File: config.mk
export PLATFORM = sky130hd
export DESIGN_NAME = sparc_ifu_thrsched
export DESIGN_NICKNAME = d
export VERILOG_FILES = /design/src/rtl/sparc_ifu_thrsched.sv
export SDC_FILE = /design/constraint.sdc
export NUM_CORES = 1
export LEC_CHECK = 0
export CORE_MARGIN = 3
export CORE_UTILIZATION = 55
export CTS_BUF_LIST = sky130_fd_sc_hd__clkbuf_8 sky130_fd_sc_hd__clkbuf_16
export DETAILED_ROUTE_END_ITERATION = 10
export GPL_TIMING_DRIVEN = 1
export PLACE_DENSITY = 0.78
export SLEW_MARGIN = 20
export SYNTH_ARGS = -nofsm -noshare
export SYNTH_HDL_FRONTEND = slang
export SYNTH_SLANG_ARGS = --single-unit
File: constraint.sdc
create_clock -name clk -period 3.09 [get_ports clk]
set_input_delay 0.7725 -clock clk [delete_from_list [all_inputs] [get_ports clk]]
set_output_delay 0.7725 -clock clk [all_outputs]
set_load 0.05 [all_outputs]
File: src/rtl/sparc_ifu_thrsched.sv
// Four-thread IFU fetch scheduler: per-thread state tracking, round-robin
// pick of the next fetch thread and sticky wait-timeout flags.
//
// state   | meaning
// --------+-------------------------------------------------------------
// ST_OFF  | thread not enabled
// ST_RDY  | runnable, candidate for the next pick
// ST_RUN  | owns the fetch slot (at most one thread at a time)
// ST_WAIT | waiting for a completion pulse; timeout counter running
module sparc_ifu_thrsched #(
   parameter int TMO_W   = 8,
   parameter int TMO_MAX = 200
) (
   input  logic       clk,
   input  logic       arst_l,
   input  logic [3:0] thr_active,
   input  logic [3:0] completion,
   input  logic [3:0] wait_set,
   input  logic       switch_req,
   input  logic       stall,
   output logic [3:0] thr_f,
   output logic [3:0] thr_rdy,
   output logic [3:0] thr_wait,
   output logic       sw_vld,
   output logic [3:0] wait_tmo
);

   typedef enum logic [1:0] {
      ST_OFF  = 2'd0,
      ST_RDY  = 2'd1,
      ST_RUN  = 2'd2,
      ST_WAIT = 2'd3
   } thr_st_e;

   localparam logic [TMO_W-1:0] CNT_SAT = '1;
   localparam logic [TMO_W-1:0] CNT_ONE = {{(TMO_W-1){1'b0}}, 1'b1};
   localparam logic [TMO_W-1:0] CNT_TMO = TMO_W'(TMO_MAX);

   thr_st_e          r_state [4];
   logic [TMO_W-1:0] r_cnt   [4];
   logic [3:0]       r_tmo;
   logic [3:0]       r_thr_f;
   logic [3:0]       r_thr_rdy;
   logic [3:0]       r_thr_wait;
   logic             r_sw_vld;
   logic [1:0]       r_ptr;

   thr_st_e          w_state_nxt [4];
   logic [TMO_W-1:0] w_cnt_nxt   [4];
   logic [3:0]       w_tmo_nxt;
   logic [3:0]       w_rdy;
   logic [3:0]       w_run;
   logic [3:0]       w_cand;
   logic [3:0]       w_pick_oh;
   logic [3:0]       w_f_nxt;
   logic [3:0]       w_rdy_nxt;
   logic [3:0]       w_wait_nxt;
   logic             w_switch;
   logic             w_slot_free;
   logic             w_pick;
   logic             w_found;
   logic [1:0]       w_pick_idx;
   logic [1:0]       w_rr_idx;

   // decode the registered per-thread state into RDY / RUN masks
   always_comb begin
      w_rdy = 4'b0000;
      w_run = 4'b0000;
      for (int i = 0; i < 4; i++) begin
         w_rdy[i] = (r_state[i] == ST_RDY);
         w_run[i] = (r_state[i] == ST_RUN);
      end
   end

   // a thread being deactivated this cycle cannot be picked, it goes OFF
   assign w_cand      = w_rdy & thr_active;
   assign w_switch    = switch_req & ~stall & (|w_run) & (|w_cand);
   assign w_slot_free = ~(|w_run) | (|(w_run & (wait_set | ~thr_active))) | w_switch;
   assign w_pick      = ~stall & w_slot_free & (|w_cand);

   // round-robin search starting after the last picked thread
   always_comb begin
      w_found    = 1'b0;
      w_pick_idx = r_ptr;
      w_rr_idx   = r_ptr;
      for (int k = 1; k <= 4; k++) begin
         w_rr_idx = r_ptr + 2'(k);
         if (!w_found && w_cand[w_rr_idx]) begin
            w_found    = 1'b1;
            w_pick_idx = w_rr_idx;
         end
      end
   end

   assign w_pick_oh = w_pick ? (4'b0001 << w_pick_idx) : 4'b0000;

   // per-thread next-state logic, deactivation has top priority
   always_comb begin
      for (int i = 0; i < 4; i++) begin
         w_state_nxt[i] = r_state[i];
         if (!thr_active[i]) begin
            w_state_nxt[i] = ST_OFF;
         end else begin
            case (r_state[i])
               ST_OFF:  w_state_nxt[i] = ST_RDY;
               ST_RDY:  if (w_pick_oh[i]) w_state_nxt[i] = ST_RUN;
               ST_RUN: begin
                  if (wait_set[i] && completion[i]) w_state_nxt[i] = ST_RDY;
                  else if (wait_set[i])             w_state_nxt[i] = ST_WAIT;
                  else if (w_switch)                w_state_nxt[i] = ST_RDY;
               end
               ST_WAIT: if (completion[i]) w_state_nxt[i] = ST_RDY;
               default: w_state_nxt[i] = ST_OFF;
            endcase
         end
      end
   end

   // wait counters: zero outside WAIT, so entry always starts from zero;
   // the flag tracks the next count so it appears TMO_MAX+1 cycles after wait_set
   always_comb begin
      w_tmo_nxt = 4'b0000;
      for (int i = 0; i < 4; i++) begin
         w_cnt_nxt[i] = '0;
         if (r_state[i] == ST_WAIT && w_state_nxt[i] == ST_WAIT) begin
            w_cnt_nxt[i] = (r_cnt[i] == CNT_SAT) ? r_cnt[i] : r_cnt[i] + CNT_ONE;
            w_tmo_nxt[i] = r_tmo[i] | (w_cnt_nxt[i] == CNT_TMO);
         end
      end
   end

   // next-cycle output vectors, registered below
   always_comb begin
      w_f_nxt    = 4'b0000;
      w_rdy_nxt  = 4'b0000;
      w_wait_nxt = 4'b0000;
      for (int i = 0; i < 4; i++) begin
         w_f_nxt[i]    = (w_state_nxt[i] == ST_RUN);
         w_rdy_nxt[i]  = (w_state_nxt[i] == ST_RDY);
         w_wait_nxt[i] = (w_state_nxt[i] == ST_WAIT);
      end
   end

   // FSM state register and round-robin pointer
   always_ff @(posedge clk or negedge arst_l) begin
      if (!arst_l) begin
         for (int i = 0; i < 4; i++) r_state[i] <= ST_OFF;
         r_ptr <= 2'd3;
      end else begin
         for (int i = 0; i < 4; i++) r_state[i] <= w_state_nxt[i];
         if (w_pick) r_ptr <= w_pick_idx;
      end
   end

   // timeout counters and registered outputs
   always_ff @(posedge clk or negedge arst_l) begin
      if (!arst_l) begin
         for (int i = 0; i < 4; i++) r_cnt[i] <= '0;
         r_tmo      <= 4'b0000;
         r_thr_f    <= 4'b0000;
         r_thr_rdy  <= 4'b0000;
         r_thr_wait <= 4'b0000;
         r_sw_vld   <= 1'b0;
      end else begin
         for (int i = 0; i < 4; i++) r_cnt[i] <= w_cnt_nxt[i];
         r_tmo      <= w_tmo_nxt;
         r_thr_f    <= w_f_nxt;
         r_thr_rdy  <= w_rdy_nxt;
         r_thr_wait <= w_wait_nxt;
         r_sw_vld   <= w_pick;
      end
   end

   assign thr_f    = r_thr_f;
   assign thr_rdy  = r_thr_rdy;
   assign thr_wait = r_thr_wait;
   assign sw_vld   = r_sw_vld;
   assign wait_tmo = r_tmo;

endmodule
==> flow_summary.toml <==
[cells_and_area]
syn2layout_area_growth_pct = 19.4
fin_area_sq_mm = 0.00382
finalNonFillerCells = 456
drive_above_1_share_pct = 9.38
layout.nets = 401
final_common_cell = "dfrtp_1"
diodes = 0
layout_common_cells = "dfrtp_1 (57), nor2_1 (37), clkdlybuf4s50_1 (31)"

[timing]
max-slew-margin-rel_pct = 51.8
setup_viol_count_final = 0
min_period_ns = 2.47
rsz0062_at_grt = "no"
final_hold_viol_count = 0
fin_setup_tns_ns = 0
fmax_ghz = 0.405
finalCritPeriodShare_pct = 79.9
drv_slew = 0
worst_pin_slew_ns = 0.723
finalClockSkew_ns = 0.00516

[logic_synthesis]
syn_inst = 341
ys_seq_elements = 59
synth.avg_cell_area_sq_um = 9.39
ys_async_sr_fraction_pct = 100
synth_mux_area_share_pct = 2.93
synthXorXnorAreaFrac_pct = 2.46
yosysUniqueCellTypes = 63
synth_top_family_by_area = "simple AND/OR/NAND/NOR gates"
yosys_most_used_dff = "dfrtp_1"
synth-edff-count = 0
synthAdderAreaFrac_pct = 1.56
synth_simple_gate_area_share_pct = 28.5
syn_area_sq_mm = 0.00320
synth_compound_area_share_pct = 16.1
synth-warning-count = 0
yosysSeqAreaShare_pct = 46.2
synth_nets = 361

[placement]
port_buffers = 32
place.gp.congestion = 0.922
dp_cells = 442
dp_hpwl_um = 4660
placed_cell_area_sq_mm = 0.00361

[pwr]
p_leak_nw = 1.59
p_per_area_mw_per_mm2 = 558
comb_power_share_pct = 20.9
sw_frac_of_total_pct = 29.2
switchingPower_w = 0.000622
peakVddDrop_mv = 0.407
seqPwrFrac_pct = 42.9
p_int_w = 0.00151
p_clk_share_pct = 36.2

[drt]
dr.first_iter.drc_count = 166
wirelength_um = 6740
dr.pass1.iters = 6
drc = 0
post_drt_wl_per_cell_um = 14.8
ant_nets = 0
viasPerCell = 5.98
vias = 2729

[critical_path]
cp_max_fo = 9
crit_type = "in2reg"
reg2reg_depth = 6
critPathLaunchType = "primary input"
worstPathArrival_ns = 2.68
cp_slowest_stage_delay_ns = 0.58
worstPathCellList = "clkdlybuf4s50_1, nand3b_1, a41o_1, nor3b_2, buf_4, o32ai_1, or2_2"
critPathRequiredTime_ns = 3.31
crit_slowest_cell = "clkdlybuf4s50_1"
cp-end-kind = "register"

[job]
maxCapViolCount = 0

[global_routing]
grt_pass1_wl_um = 11400
overflow = 0
antenna_found_initial = 0
grt_pass1_vias = 2487
grt_usage_pct = 22.0
grt_max_degree = 60

[clock_network]
holdBufCountCts = 0
clkTransAtPathRegs_ns = 0.06
cts_resized = 0
clock_sinks = 59
cts-root-buf = "clkbuf_8"
clk_path_buf_depth = 2
ctsHtreeMaxLevel = 3
clk-insertion-delay-late_ns = 0.33
cts_buffers = 9
cts_setup_buffers = 0
cts_tree = "done"

[floorplan]
die_area_sq_mm = 0.00678
coreArea_sq_mm = 0.00557
ios = 33
dieHeight_um = 82.3
initial_core_util_pct = 57.5
rows = 27
die_x_um = 82.3

[outcome]
run_status = "finished clean"

[worst_hold_path]
hold_depth = 2
hold_class = "reg2reg"
## kinds of logic after synthesis
kind of cell               after synthesis
AOI/OAI and AO/OA                       74
adders and majority gates                4
xor gates and xnor gates                 9
muxes                                    9
and+or+nand+nor                        168
DFF                                     59
buffers and inverters                   18
## layout make-up
cell class | count | area [sq um]
inverter | 10 | 37.5
multi-input combinational | 264 | 1650
clock buffer | 11 | 151
sequential | 59 | 1480
tap | 72 | 90.1
timing repair buffer | 37 | 353
clock inverter | 3 | 63.8
fill | 440 | 1750
## per-layer routing
metal	up-vias	global-route usage (%)	wire length [um]
li1	1349	-	-
met1	1307	30.9	3300
met2	66	32.3	3030
met3	7	5.10	312
met4	0	9.63	98
met5	-	0	0
## power by group through the flow
stage | logic, W | registers, W | clock network (W)
after global routing | 0.000485 | 0.000925 | 0.000824
after CTS | 0.000446 | 0.000913 | 0.000785
after floorplan | 0.000242 | 0.000980 | 0
after detailed placement | 0.000442 | 0.000927 | 0
final | 0.000445 | 0.000915 | 0.000772
after global placement | 0.000440 | 0.000925 | 0
## worst max-delay path: cells and delay by family
| kind | cells | cell delay (ns) |
|---|---|---|
| AOI/OAI and AO/OA | 2 | 0.38 |
| and+or+nand+nor | 3 | 0.73 |
| buffers and inverters | 2 | 0.81 |
## state kept, by name, summed over array words and instances (netlist names)
name      cells
r_cnt        32
r_ptr         2
r_state       8
sw_vld        1
thr_f         4
thr_rdy       4
thr_wait      4
wait_tmo      4
## path summary, 6_finish.rpt
kind	from	endpoint	slack (ns)
worst max-delay path	thr_active[2]	r_state[3]	0.62
worst min register to register	wait_tmo[1]	wait_tmo[1]	0.48
max in group asynchronous	arst_l	r_state[1]	2.03
worst min-delay path	wait_tmo[1]	wait_tmo[1]	0.48
worst max register to register	r_cnt[0]	wait_tmo[3]	0.91
min in group asynchronous	arst_l	r_cnt[28]	0.57
## cell usage after synthesis, types with 5 or more instances
cell type / count / area [sq um]
dfrtp_1: 57 / 1430
nor2_1: 37 / 139
nand2_1: 30 / 113
nor3_1: 23 / 115
nand3_1: 14 / 70.1
o21ai_0: 14 / 70.1
a21oi_1: 12 / 60.1
nor2b_1: 11 / 68.8
inv_1: 9 / 33.8
nand2b_1: 9 / 56.3
o22ai_1: 8 / 50.1
nand4_1: 7 / 43.8
mux2i_1: 6 / 60.1
nand3b_1: 6 / 45.0
a211oi_1: 5 / 37.5
and4_1: 5 / 43.8
buf_2: 5 / 25.0
xor2_1: 5 / 43.8
## through the flow
| stage | hold slack (ns) | setup slack, ns | power [W] | util [%] |
|---|---|---|---|---|
| 5_1_grt | 0.522 | 0.532 | 0.00223 | 68.6 |
| 3_5_place_dp | 0.468 | 0.307 | 0.00137 | 64.8 |
| 6_report | 0.482 | 0.621 | 0.00213 | 68.6 |
| 4_1_cts | 0.487 | 0.662 | 0.00214 | 68.6 |
| 3_3_place_gp | 0.475 | 0.330 | 0.00137 | 64.8 |
| 2_1_floorplan | 0.477 | 1.01 | 0.00122 | - |
Note: power is estimated with default switching activity, not from simulation.
